`src/rtl/axi_pkg.sv`:
```
// Purpose: shared AXI4 encodings and the write-initiator FSM state type.
// Latency: n/a (types only).
// Backpressure: n/a.
// Contents: burst_e (FIXED/INCR/WRAP), resp_e (OKAY..DECERR), wr_state_e.
package axi_pkg;

  typedef enum logic [1:0] {
    BURST_FIXED = 2'd0,
    BURST_INCR  = 2'd1,
    BURST_WRAP  = 2'd2
  } burst_e;

  typedef enum logic [1:0] {
    RESP_OKAY   = 2'd0,
    RESP_EXOKAY = 2'd1,
    RESP_SLVERR = 2'd2,
    RESP_DECERR = 2'd3
  } resp_e;

  typedef enum logic [1:0] {
    ST_IDLE = 2'd0,
    ST_ADDR = 2'd1,
    ST_DATA = 2'd2,
    ST_RESP = 2'd3
  } wr_state_e;

endpackage

```
`src/rtl/axi_burst_wr_mst.sv`:
```
// Purpose: AXI4 write-burst initiator; one command -> AW, len+1 W beats with wlast, B collect.
// Latency: cmd accept -> awvalid 1 cycle; 1-beat zero-wait burst completes in 4 cycles.
// Backpressure: cmd held off outside IDLE; W is a pass-through so src and slave stall each other.
// Ports: clk_i/rst_i; cmd_* command port; src_* streaming data in; done_o/err_o status;
//        m_axi_aw*/w*/b* AXI4 write channels (prot/cache 0, wstrb all ones).
module axi_burst_wr_mst
  import axi_pkg::*;
#(
  parameter int AXI_DW_g = 64,
  parameter int AXI_AW_g = 32
) (
  input  logic                  clk_i,
  input  logic                  rst_i,
  input  logic                  cmd_valid_i,
  output logic                  cmd_ready_o,
  input  logic [AXI_AW_g-1:0]   cmd_addr_i,
  input  logic [7:0]            cmd_len_i,
  input  logic [2:0]            cmd_size_i,
  input  logic [1:0]            cmd_burst_i,
  input  logic                  src_valid_i,
  output logic                  src_ready_o,
  input  logic [AXI_DW_g-1:0]   src_data_i,
  output logic                  done_o,
  output logic                  err_o,
  output logic                  m_axi_awvalid_o,
  input  logic                  m_axi_awready_i,
  output logic [AXI_AW_g-1:0]   m_axi_awaddr_o,
  output logic [7:0]            m_axi_awlen_o,
  output logic [2:0]            m_axi_awsize_o,
  output logic [1:0]            m_axi_awburst_o,
  output logic [2:0]            m_axi_awprot_o,
  output logic [3:0]            m_axi_awcache_o,
  output logic                  m_axi_wvalid_o,
  input  logic                  m_axi_wready_i,
  output logic [AXI_DW_g-1:0]   m_axi_wdata_o,
  output logic [AXI_DW_g/8-1:0] m_axi_wstrb_o,
  output logic                  m_axi_wlast_o,
  input  logic                  m_axi_bvalid_i,
  output logic                  m_axi_bready_o,
  input  logic [1:0]            m_axi_bresp_i
);

  wr_state_e           r_state;
  logic [AXI_AW_g-1:0] r_addr;
  logic [7:0]          r_len;
  logic [2:0]          r_size;
  logic [1:0]          r_burst;
  logic [7:0]          r_cnt;
  logic                r_err;

  logic w_in_data;
  logic w_wvalid;
  logic w_w_hs;
  logic w_is_last;

  assign w_in_data = (r_state == ST_DATA);
  assign w_wvalid  = w_in_data & src_valid_i;
  assign w_w_hs    = w_wvalid & m_axi_wready_i;
  assign w_is_last = (r_cnt == r_len);

  always_ff @(posedge clk_i or posedge rst_i) begin
    if (rst_i) begin
      r_state <= ST_IDLE;
      r_addr  <= '0;
      r_len   <= '0;
      r_size  <= '0;
      r_burst <= '0;
      r_cnt   <= '0;
      r_err   <= 1'b0;
    end else begin
      case (r_state)
        ST_IDLE: begin
          if (cmd_valid_i) begin
            r_addr  <= cmd_addr_i;
            r_len   <= cmd_len_i;
            r_size  <= cmd_size_i;
            r_burst <= cmd_burst_i;
            r_cnt   <= '0;
            r_err   <= 1'b0;
            r_state <= ST_ADDR;
          end
        end
        ST_ADDR: begin
          if (m_axi_awready_i) r_state <= ST_DATA;
        end
        ST_DATA: begin
          // The counter stops at len rather than incrementing past it, so
          // len=255 never wraps back to 0.
          if (w_w_hs) begin
            if (w_is_last) r_state <= ST_RESP;
            else           r_cnt   <= r_cnt + 8'd1;
          end
        end
        ST_RESP: begin
          if (m_axi_bvalid_i) begin
            r_err   <= (resp_e'(m_axi_bresp_i) != RESP_OKAY);
            r_state <= ST_IDLE;
          end
        end
        default: r_state <= ST_IDLE;
      endcase
    end
  end

  assign cmd_ready_o     = (r_state == ST_IDLE);

  assign m_axi_awvalid_o = (r_state == ST_ADDR);
  assign m_axi_awaddr_o  = r_addr;
  assign m_axi_awlen_o   = r_len;
  assign m_axi_awsize_o  = r_size;
  assign m_axi_awburst_o = r_burst;
  assign m_axi_awprot_o  = 3'd0;
  assign m_axi_awcache_o = 4'd0;

  // W channel is a straight wire between source and slave while in DATA;
  // data is forced to zero elsewhere so nothing leaks out after reset.
  assign m_axi_wvalid_o  = w_wvalid;
  assign src_ready_o     = w_in_data & m_axi_wready_i;
  assign m_axi_wdata_o   = w_in_data ? src_data_i : '0;
  assign m_axi_wstrb_o   = '1;
  assign m_axi_wlast_o   = w_is_last & w_wvalid;

  assign m_axi_bready_o  = (r_state == ST_RESP);
  assign done_o          = (r_state == ST_RESP) & m_axi_bvalid_i;
  assign err_o           = r_err;

endmodule
```
`config.mk`:
```
export PLATFORM = sky130hd
export DESIGN_NAME = axi_burst_wr_mst
export DESIGN_NICKNAME = d
export VERILOG_FILES = /design/src/rtl/axi_pkg.sv /design/src/rtl/axi_burst_wr_mst.sv
export SDC_FILE = /design/constraint.sdc
export NUM_CORES = 1
export LEC_CHECK = 0
export CELL_PAD_IN_SITES_DETAIL_PLACEMENT = 0
export CELL_PAD_IN_SITES_GLOBAL_PLACEMENT = 1
export CORE_MARGIN = 10
export CORE_UTILIZATION = 25
export DETAILED_ROUTE_END_ITERATION = 8
export PLACE_DENSITY_LB_ADDON = 0.12
export SYNTH_ARGS = -nofsm -noshare
export SYNTH_HDL_FRONTEND = slang
export SYNTH_SLANG_ARGS = --single-unit
```
`constraint.sdc`:
```
create_clock -name clk_i -period 5.9 [get_ports clk_i]
set_clock_uncertainty 0.15 [all_clocks]
set_input_delay 1.18 -clock clk_i [delete_from_list [all_inputs] [get_ports clk_i]]
set_output_delay 1.18 -clock clk_i [all_outputs]
set_load 0.1 [all_outputs]
```
## Word-level counts from Yosys, hierarchy flattened

Cells that the tools add are included.

- Add/subtract/negate cells: 1
- Bitwise logic cells: 5
- Equal/unequal tests: 10
- Multiplexer cells: 14
- Reductions and logical operators: 8

Operators by type and width:

| kind | count |
|---|---|
| $mux W64 | 1 |
| $mux W8 | 3 |
| $pmux W8 S2 | 1 |
| $mux W2 | 5 |
| $add A8 B1 Y8 const B | 1 |
| $eq A8 B8 Y1 | 1 |
| $pmux W2 S4 | 1 |
| $ne A2 B1 Y1 const B | 3 |
| $ne A2 B2 Y1 const B | 3 |
| $reduce_bool A2 Y1 | 3 |
| $and A1 B1 Y1 | 5 |
| $reduce_and A5 Y1 | 1 |
| $eq A2 B2 Y1 const B | 2 |
| $reduce_and A4 Y1 | 1 |
| $reduce_and A3 Y1 | 1 |
| $eq A2 B1 Y1 const B | 1 |
| $logic_not A2 Y1 | 1 |
| $mux W1 | 2 |
| $pmux W1 S2 | 1 |
| $reduce_and A2 Y1 | 1 |

- Output and inout port bits: 132
- Bits in registers: 56
- Logic and storage cells: 45

## Longest topological paths before layout

Gate-level depths: netlist (run 1).

- Word-level depth: 5
- Gate-level depth with buffers: 7
- Depth with buffers taken out: 7

## Least setup slack after synthesis (run 1)

Ideal clock, no wire load.

- Path type: reg2out
- Start point: reg r_len[1] (netlist: m_axi_awlen_o[1])
- End point: out m_axi_wlast_o
- Arrival: 2924 ps
- Setup slack: 1646 ps
- Path buffers: 0
- Data required time: 4570 ps
- Stages on the path, launching flop included: 5
- Path through: dfrtp_1 > xor2_1 > nor4_2 > nand2_2 > nor2_1

- Word-level cells in the longest chain between the ends: 2

RTL lines:

| what | RTL line | source |
|---|---|---|
| start: declaration | axi_burst_wr_mst.sv:45 | `logic [7:0] r_len;` |
| start signal: assignment | axi_burst_wr_mst.sv:75 | `r_len <= cmd_len_i;` |
| $eq A8 B8 Y1 | axi_burst_wr_mst.sv:59 | `assign w_is_last = (r_cnt == r_len);` |
| $and A1 B1 Y1 | axi_burst_wr_mst.sv:121 | `assign m_axi_wlast_o = w_is_last & w_wvalid;` |
| end: declaration | axi_burst_wr_mst.sv:37 | `output logic m_axi_wlast_o,` |

Every way passes these cells.

## Final worst setup path (run 1)

- Start point: reg r_state[0]
- End point: out m_axi_wdata_o[25]

- Word-level cells in the longest chain between the ends: 2

RTL lines:

| what | RTL line | source |
|---|---|---|
| start: declaration | axi_burst_wr_mst.sv:43 | `wr_state_e r_state;` |
| start signal: assignment | axi_burst_wr_mst.sv:63 | `r_state <= ST_IDLE;` |
| start signal: assignment | axi_burst_wr_mst.sv:80 | `r_state <= ST_ADDR;` |
| start signal: assignment | axi_burst_wr_mst.sv:84 | `if (m_axi_awready_i) r_state <= ST_DATA;` |
| $eq A2 B2 Y1 | axi_burst_wr_mst.sv:56 | `assign w_in_data = (r_state == ST_DATA);` |
| $mux W64 | axi_burst_wr_mst.sv:119 | `assign m_axi_wdata_o = w_in_data ? src_data_i : '0;` |
| end: declaration | axi_burst_wr_mst.sv:35 | `output logic [AXI_DW_g-1:0] m_axi_wdata_o,` |

Every way passes these cells.

==> results.md, run 1 <==
- CTS tree: built
- Worst-path clk slew: 80 ps
- Die height: 130.2 µm
- Final HPWL DP: 10130 µm
- Post-synthesis sequential area ratio: ~46%
- Hold Path Class: reg2reg
- Post-synthesis instance area: approximately 3000 µm²
- Slowest CP cell: clkdlybuf4s50_1
- DRT iter0 DRCs: 92
- Post_cts resized: 0
- Root Driver: clkbuf_16
- Crit-path cells: inv_1 > ha_2 > buf_4 > and2_1 > clkdlybuf4s50_1
- Setup_tns: 0 ps
- TritonRoute pass-1 iters: 4
- Max frequency: 222.7 MHz
- Initial core utilization: 25.38%
- Htree depth: 2
- Final min period: 4490 ps
- Insertion delay to the later sink of the worst-skew pair: 300 ps
- Reg-to-reg startpoint: r_state[0]$_DFFE_PP0P_
- Max FO, Critical Path: 41
- Layout cells sized above 1: 12.77%
- Clock buffer depth: 2
- CP Capture Type: output pin
- First-pass GRT wire length: 17430 µm
- Post-DRT Antenna Nets: 0
- Buf/Inv on CP: 3
- Global route overflow: 0
- Hold Path Origin: m_axi_awaddr_o[28]$_DFFE_PP0P_
- Status: completed
- I/O Buffers: between 200 and 250
- Total GRT Usage: 13.34%
- Vias per cell: 4.341
- Vias in the first global route: 2940
- Drt wl/cell: 18.64 µm
- Final Slew Violations: 0
- Core area: 11960 µm²
- Syn avg cell area: 11.16 µm²
- # Max-Cap Violations: 0
- Routed vias: 2817
- Worst path required time: 4570 ps
- Post-synth EDFFs: 0
- CP startpoint: r_state[0]$_DFFE_PP0P_
- Setup violators final: 0
- Site row count: 40
- Setup CP Type: reg2out
- Die width: 130.2 µm
- Main synth FF type: dfrtp_1
- Final WL: about 12000 µm
- I/O pins: 250
- Slew @ Worst Pin: about 1000 ps
- CTS Hold Bufs: 0
- Residual DRC: 0
- Initial antenna violation count: 1
- Full die area: 16950 µm²
- Largest net degree at the start of global routing: 57
- Slew headroom: 31.52%
- CP arrival: 3160 ps
- Cell variety after synth: 36
- RSZ-0062 raised after global routing: no
- Syn-to-layout area delta: 85.00%
- Final #Nets: 624
- Final Hold Vio Count: 0
- CTS Sinks: 56
- Seq cells post-synth: 56
- Tcrit/Tclk final: 76.11%
- CTS buffer count: 5
- Post CTS Setup Buffer Count: 0
- CP peak stage delay: 1140 ps
- Mapped Cells: 272
- Asr flop ratio synth: 100.0%
- Ys Warns: 0
- RePlAce Congestion: 0.8138
- Critical path launch point type: register
- CP delay by family, top: buffers and inverters
cell usage in the layout, fill, tap and decap left out, types with 2 or more instances in the layout:
cell,instances
nor2_1,2
a31oi_1,4
clkbuf_16,5
mux2_2,45
nor2b_1,2
a21oi_2,2
xor2_1,8
a41o_1,2
dfrtp_1,56
o21ai_0,5
and3_1,3
nand2_1,6
nand2_2,2
a21o_1,3
clkdlybuf4s50_1,234
and2_1,66
mux2i_1,3
inv_1,6
nand3_1,5
buf_4,3
a41oi_1,2
ha_1,5
conb_1,15
synth_stat cells, types with 3 or more instances:
cell / instances / area (µm²)
and2_1: 66 / 412.9
dfrtp_1: 56 / 1401
mux2_2: 45 / 506.7
buf_4: 15 / 112.6
clkbuf_1: 8 / 30.03
xor2_1: 8 / 70.07
inv_1: 7 / 26.28
nand2_1: 7 / 26.28
ha_1: 6 / 75.07
nand3_1: 5 / 25.02
o21ai_0: 5 / 25.02
a31oi_1: 4 / 25.02
buf_1: 4 / 15.01
a21o_1: 3 / 22.52
and3_1: 3 / 18.77
mux2i_1: 3 / 30.03
stage by stage:
step | setup slack, ps | instance area [µm²] | hold WS, ps | util (%) | cells
after global routing | 1171 | 5615 | 366.2 | 46.95 | 649
after floorplan | 1646 | 3084 | 320.2 | - | 285
after CTS | 1332 | 5613 | 360.2 | 46.92 | 648
after global placement | 1454 | 5470 | 336.7 | 45.73 | 640
final | 1410 | 5615 | 354.4 | 46.95 | 649
after detailed placement | 1434 | 5470 | 342.8 | 45.73 | 640
registers in the layout, summed over array words and instances (netlist names):
register         count
err_o                1
m_axi_awaddr_o      32
m_axi_awburst_o      2
m_axi_awlen_o        8
m_axi_awsize_o       3
r_cnt                8
r_state              2
cell families (layout without fill, tap and decap cells):
kind of cell / after synthesis / after routing / synth area share, %
AND/OR/NAND/NOR: 91 / 91 / 18.51
flip-flops: 56 / 56 / 46.17
multiplexers: 49 / 49 / 18.05
buffers and inverters: 36 / 252 / 6.389
AO/OA/AOI/OAI: 24 / 24 / 5.853
XOR/XNOR: 8 / 8 / 2.308
adder cells (fa/ha/maj): 6 / 6 / 2.473
other: 2 / 16 / 0.2474
metal layers:
metal  vias up  wire (µm)  global-route usage, %
li1       1336          -                      -
met1      1326       4322                  13.23
met2       149       6046                  24.57
met3         6       1571                  6.410
met4         0        156                  2.910
met5         -          0                      0
path summary, 6_finish.rpt:
path / to / slack [ps] / cells after the start
max reg2reg: r_cnt[4]$_DFFE_PP0P_ / 3380 / 6
min reg2reg: m_axi_awaddr_o[28]$_DFFE_PP0P_ / 350 / 1
min in group asynchronous: m_axi_awaddr_o[17]$_DFFE_PP0P_ / 1250 / 3
max in group asynchronous: r_cnt[4]$_DFFE_PP0P_ / 3850 / 3
max: m_axi_wdata_o[25] / 1410 / 5
min: m_axi_awaddr_o[28]$_DFFE_PP0P_ / 350 / 1
cell type report:
| type | count | area (µm²) |
|---|---|---|
| tap | 147 | 183.9 |
| antenna | 1 | 2.502 |
| inverter | 7 | 26.28 |
| sequential | 56 | 1401 |
| clock buffer | 6 | 128.9 |
| multi-input combinational | 193 | 1494 |
| fill | 1149 | 6346 |
| clock inverter | 2 | 13.76 |
| timing repair buffer | 237 | 2365 |
worst reg2reg max path: cells and delay by family (launching register included):
kind | cells | cell delay, ps
AND/OR/NAND/NOR | 2 | 760
adder cells (fa/ha/maj) | 1 | 600
flip-flops | 1 | 420
AO/OA/AOI/OAI | 2 | 350
buffers and inverters | 1 | 120
Power of run 1 is not shown: default switching activity piles up to over one toggle a cycle in this logic, so the estimate is an artifact.
==> run 2: changes to the inputs <==
Settings changed: CORE_UTILIZATION 25 to 21.
Clock period 5.9 ns to 3.8 ns, I/O delays scaled along.
==> run 2 against run 1 <==
- register-to-register slack worse by 2000 ps
- largest cell class unchanged
- critical path type unchanged
- die area is 16% higher
- worst hold slack worse by 1.1 ps
- setup slack worse by 560 ps
- design area is 1.4% lower
==> results.md, run 2 (same netlist as run 1, synthesis figures left out) <==
- CTS Sinks: 56 (unchanged)
- Largest net degree at the start of global routing: 57 (unchanged)
- CP startpoint: r_state[0]$_DFFE_PP0P_
- Buf/Inv on CP: 3 (unchanged)
- Most frequent cells in the layout: clkdlybuf4s50_1 (163), buf_4 (70), and2_1 (66)
- Worst path required time: 2890 ps (-1680 ps)
- Worst-path clk slew: 70 ps (about the same)
- Reg-to-reg startpoint: r_state[0]$_DFFE_PP0P_
- Root Driver: clkbuf_16
- Die height: 140.2 µm (+7.7%)
- CP Capture Type: output pin
- Routed vias: 2775 (-1.5%)
- Die width: 140.2 µm (+7.7%)
- Clock buffer depth: 2 (unchanged)
- Setup violators final: 0 (unchanged)
- Post-DP Area: 5386 µm² (-1.5%)
- DRT iter0 DRCs: 101 (+9.8%)
- Slowest CP cell: ha_2
- Finished Layout Cells: 680 (+4.8%)
- Insertion delay to the later sink of the worst-skew pair: 290 ps (about the same)
- I/O pins: 250 (unchanged)
- Slew headroom: 32.26% (+0.74 points)
- Setup CP Type: reg2out
- Total GRT Usage: 11.60% (-1.7 points)
- Footprint of the multi-input gates: 1496 µm² (+0.17%)
- Final Slew Violations: 0 (unchanged)
- Post_cts resized: 0 (unchanged)
- Residual DRC: 0 (unchanged)
- Final WL: 12190 µm (+0.79%)
- Number of diodes: 0 (-1)
- Status: completed
- Placed insts: 673 (+5.2%)
- Commonest non-fill, non-tap cell in the layout: clkdlybuf4s50_1
- Tcrit/Tclk final: 77.53%
- CP peak stage delay: 480 ps (-660 ps)
- Critical path depth: 5 (unchanged)
- Initial core utilization: 21.62% (-3.8 points)
- Hold Path Class: reg2reg
- CTS Hold Bufs: 0 (unchanged)
- RSZ-0062 raised after global routing: no
- Final #Nets: 624 (unchanged)
- Global route overflow: 0 (unchanged)
- Fin area: 5539 µm² (-1.4%)
- Htree depth: 2 (unchanged)
- Site row count: 43 (+7.5%)
- CTS buffer count: 5 (unchanged)
- Post-DRT Antenna Nets: 0 (unchanged)
- Core area: 14040 µm² (+17%)
- Max frequency: between 300 and 400 MHz
- Critical path launch point type: register
- Crit-path cells: inv_1 > ha_2 > buf_12 > and2_1 > buf_4
- Full die area: 19660 µm² (+16%)
- Layout cells sized above 1: 27.20% (+14 points)
- Vias per cell: 4.081 (-6.0%)
- Drt wl/cell: 17.93 µm (-3.8%)
- Syn-to-layout area delta: 82.48%
- I/O Buffers: 234 (unchanged)
- CTS tree: built
- Fillers: 1404 (+22%)
- Initial antenna violation count: 0 (-1)
- Slew @ Worst Pin: 1013 ps (-11.12 ps)
- Final Hold Vio Count: 0 (unchanged)
- Final min period: between 2000 and 3000 ps
- Max FO, Critical Path: 55 (+34%)
- R2R Path End: r_cnt[4]$_DFFE_PP0P_
- # Max-Cap Violations: 0 (unchanged)
- Worst hold margin: 353.3 ps (-1.091 ps)
- Register area: 1401 µm² (unchanged)
- Max reg flops: 32 (unchanged)
- Setup_tns: 0 ps (unchanged)
- First-pass GRT wire length: 18150 µm (+4.1%)
- Final HPWL DP: 10100 µm (-0.29%)
- R2R Setup Slk: 1420 ps (-1960 ps)
- CP delay by family, top: buffers and inverters
- Worst Reg2Reg Path Length in Cells: 6 (unchanged)
- Post CTS Setup Buffer Count: 0 (unchanged)
- Setup crit end: m_axi_wdata_o[32]
- CP arrival: 2040 ps (-1120 ps)
- Vias in the first global route: 2960 (+0.68%)
- TritonRoute pass-1 iters: 4 (unchanged)
- RePlAce Congestion: 0.8750 (+7.5%)
[run 2: changes by cell type in the layout (fill, tap and decap cells not counted), moves of 2 or more]
cell             change
buf_12               +4
clkdlybuf4s50_1     -71
clkbuf_8             +2
buf_4               +67
[run 2: area by class of cell]
class                           count  area share [%]
Sequential cell                    56           25.30
Inverter                            7          0.4744
Multi-Input combinational cell    193           27.02
Timing Repair Buffer              237           40.39
Clock buffer                        7           2.756
Tap cell                          180           4.066
[run 2: per-layer routing]
layer | global-route usage (%) | vias to the layer above | routed length (µm)
li1 | - | 1336 | -
met1 | 11.70 | 1281 | 4200
met2 | 20.91 | 154 | 6240
met3 | 5.815 | 4 | 1700
met4 | 2.446 | 0 | 51
met5 | 0 | - | 0
[run 2: through the flow]
| step | setup WS, ps | util [%] |
|---|---|---|
| after floorplan | 422.7 | - |
| after global placement | 1159 | 38.36 |
| after detailed placement | 1132 | 38.36 |
| after CTS | 805.7 | 39.45 |
| after global routing | 722.9 | 39.45 |
| final | 853.8 | 39.45 |
[run 2: worst register-to-register path: stages (launching register included)]
cell	delay (ps)
dfrtp_1	410
inv_1	120
ha_2	480
nand2_1	210
nor3_1	540
a41o_1	260
a31oi_1	80
[run 2: worst min path at each step]
stage | cells after the start | end | from | slack, ps
2_1_floorplan | 1 | r_cnt[7]$_DFFE_PP0P_ | r_cnt[7]$_DFFE_PP0P_ | 320
3_3_place_gp | 1 | m_axi_awaddr_o[12]$_DFFE_PP0P_ | m_axi_awaddr_o[12]$_DFFE_PP0P_ | 340
3_5_place_dp | 1 | m_axi_awaddr_o[26]$_DFFE_PP0P_ | m_axi_awaddr_o[26]$_DFFE_PP0P_ | 340
4_1_cts | 1 | r_cnt[7]$_DFFE_PP0P_ | r_cnt[7]$_DFFE_PP0P_ | 360
5_1_grt | 1 | m_axi_awaddr_o[25]$_DFFE_PP0P_ | m_axi_awaddr_o[25]$_DFFE_PP0P_ | 370
6_report | 1 | m_axi_awaddr_o[26]$_DFFE_PP0P_ | m_axi_awaddr_o[26]$_DFFE_PP0P_ | 350
Power of run 2 is left out for the same reason.
==> run 3: changes to the inputs <==
Clock period 3.8 ns to 2.5 ns, I/O delays scaled along.
==> run 3 against run 2 <==
- via count grew 2.0%
- sequential share of layout area shrank 3.5 points
- critical path depth is the same
- clock-buffer cell count shrank 1
==> results.md, run 3 (same netlist as run 1, synthesis figures left out) <==
- Placed insts: 677 (+0.59%)
- Root Driver: clkbuf_16
- Clock buffer depth: 2 (unchanged)
- Final #Nets: 632 (+1.3%)
- Critical path launch point type: register
- Final Hold Vio Count: 0 (unchanged)
- Final WL: 13140 µm (+7.7%)
- Most frequent cells in the layout: clkdlybuf4s50_1 (117), buf_12 (74), and2_2 (61)
- Global route overflow: 0 (unchanged)
- CP peak stage delay: 450 ps (-30 ps)
- Post-DRT Antenna Nets: 0 (unchanged)
- CTS Hold Bufs: 0 (unchanged)
- Final min period: 2418 ps
- Max reg flops: 32 (unchanged)
- Total GRT Usage: 12.40% (+0.80 points)
- Residual DRC: 0 (unchanged)
- Initial core utilization: 21.62% (unchanged)
- Core area: 14040 µm² (unchanged)
- Final HPWL DP: 11010 µm (+9.0%)
- Status: completed
- Die height: 140.2 µm (unchanged)
- Slowest CP cell: dfrtp_2
- Buf/Inv on CP: 1 (-2)
- RSZ-0062 raised after global routing: no
- Vias per cell: 4.103 (+0.54%)
- I/O Buffers: 234 (unchanged)
- Largest net degree at the start of global routing: 68 (+19%)
- Max frequency: 413.6 MHz
- CTS tree: built
- Worst-path clk slew: 70 ps (about the same)
- Insertion delay to the later sink of the worst-skew pair: 290 ps (about the same)
- Htree depth: 2 (unchanged)
- Drt wl/cell: 19.04 µm (+6.2%)
- Hold Path Class: reg2reg
- Setup violators final: 0 (unchanged)
- Finished Layout Cells: 690 (+1.5%)
- First-pass GRT wire length: 19210 µm (+5.9%)
- I/O pins: 250 (unchanged)
- Worst path required time: 1850 ps (-1040 ps)
- CTS buffer count: 5 (unchanged)
- Layout cells sized above 1: 51.08% (+24 points)
- Max FO, Critical Path: 6 (-89%)
- CTS Sinks: 56 (unchanged)
- # Max-Cap Violations: 0 (unchanged)
- Full die area: 19660 µm² (unchanged)
- Setup CP Type: reg2out
- Site row count: 43 (unchanged)
- Initial antenna violation count: 2 (+2)
- CP delay by family, top: simple AND/OR/NAND/NOR gates
- Die width: 140.2 µm (unchanged)
- DRT iter0 DRCs: 67 (-34%)
- Crit-path cells: xor2_1 > nor4_4 > nand2_2 > nor2_4 > buf_12
- Commonest non-fill, non-tap cell in the layout: clkdlybuf4s50_1
- Final Slew Violations: 0 (unchanged)
- Syn-to-layout area delta: 113.2%
- CP arrival: 1770 ps (-270 ps)
- RePlAce Congestion: 0.8586 (-1.9%)
- Tcrit/Tclk final: 96.71%
- TritonRoute pass-1 iters: 4 (unchanged)
- Routed vias: 2831 (+2.0%)
- CP Capture Type: output pin
- Vias in the first global route: 2991 (+1.0%)
-- run 3: cell count changes in the layout (fill, tap and decap cells not counted), sizes merged --
cell,delta
clkdlybuf4s50,-46
inv,+1
buf,+53
diode,+1
clkinv,+1
-- run 3: worst paths after layout --
kind / from / end / slack [ps] / cells after the start
min in group asynchronous: rst_i / m_axi_awburst_o[1]$_DFFE_PP0P_ / 410 / 3
setup reg to reg: r_state[0]$_DFFE_PP0P_ / r_state[1]$_DFFE_PP0P_ / 320 / 7
setup / recovery: r_cnt[2]$_DFFE_PP0P_ / m_axi_wlast_o / 80 / 5
hold reg to reg: m_axi_awaddr_o[0]$_DFFE_PP0P_ / m_axi_awaddr_o[0]$_DFFE_PP0P_ / 360 / 1
hold / removal: m_axi_awaddr_o[0]$_DFFE_PP0P_ / m_axi_awaddr_o[0]$_DFFE_PP0P_ / 360 / 1
max in group asynchronous: rst_i / m_axi_awlen_o[3]$_DFFE_PP0P_ / 1500 / 3
-- run 3: area by class of cell --
type	instances	area (µm²)
Fill cell	1287	7570
Timing Repair Buffer	245	3075
Multi-Input combinational cell	193	1588
Sequential cell	56	1413
Tap cell	180	225.2
Clock buffer	6	128.9
Inverter	7	26.28
Clock inverter	2	13.76
Antenna cell	1	2.502
-- run 3: through the flow --
stage	hold WS (ps)	utilization [%]	worst slack, ps	TNS [ps]	cell area, µm²
floorplan	320.2	-	-40.42	-78.61	3178
global placement	340.2	44.64	244.8	0	6269
CTS	359.3	45.71	8.771	0	6419
detailed placement	345.4	44.64	188.4	0	6269
finish	357.3	46.09	82.32	0	6472
global route	369.9	46.09	4.652	0	6472
-- run 3: repair_timing --
| item | 4_1_cts | 5_1_grt |
|---|---|---|
| setup buffers | 1 | 2 |
| gates cloned | 0 | 1 |
| resized for setup | 0 | 2 |
| pin swaps | 1 | 1 |
| setup endpoints to repair | 1 | 2 |
-- run 3: layer usage --
metal	up-vias	routed length, µm	global-route usage, %
li1	1351	-	-
met1	1304	5137	14.26
met2	163	6238	20.30
met3	11	1579	5.747
met4	2	166	3.207
met5	-	13	0
Power of run 3 is left out for the same reason.
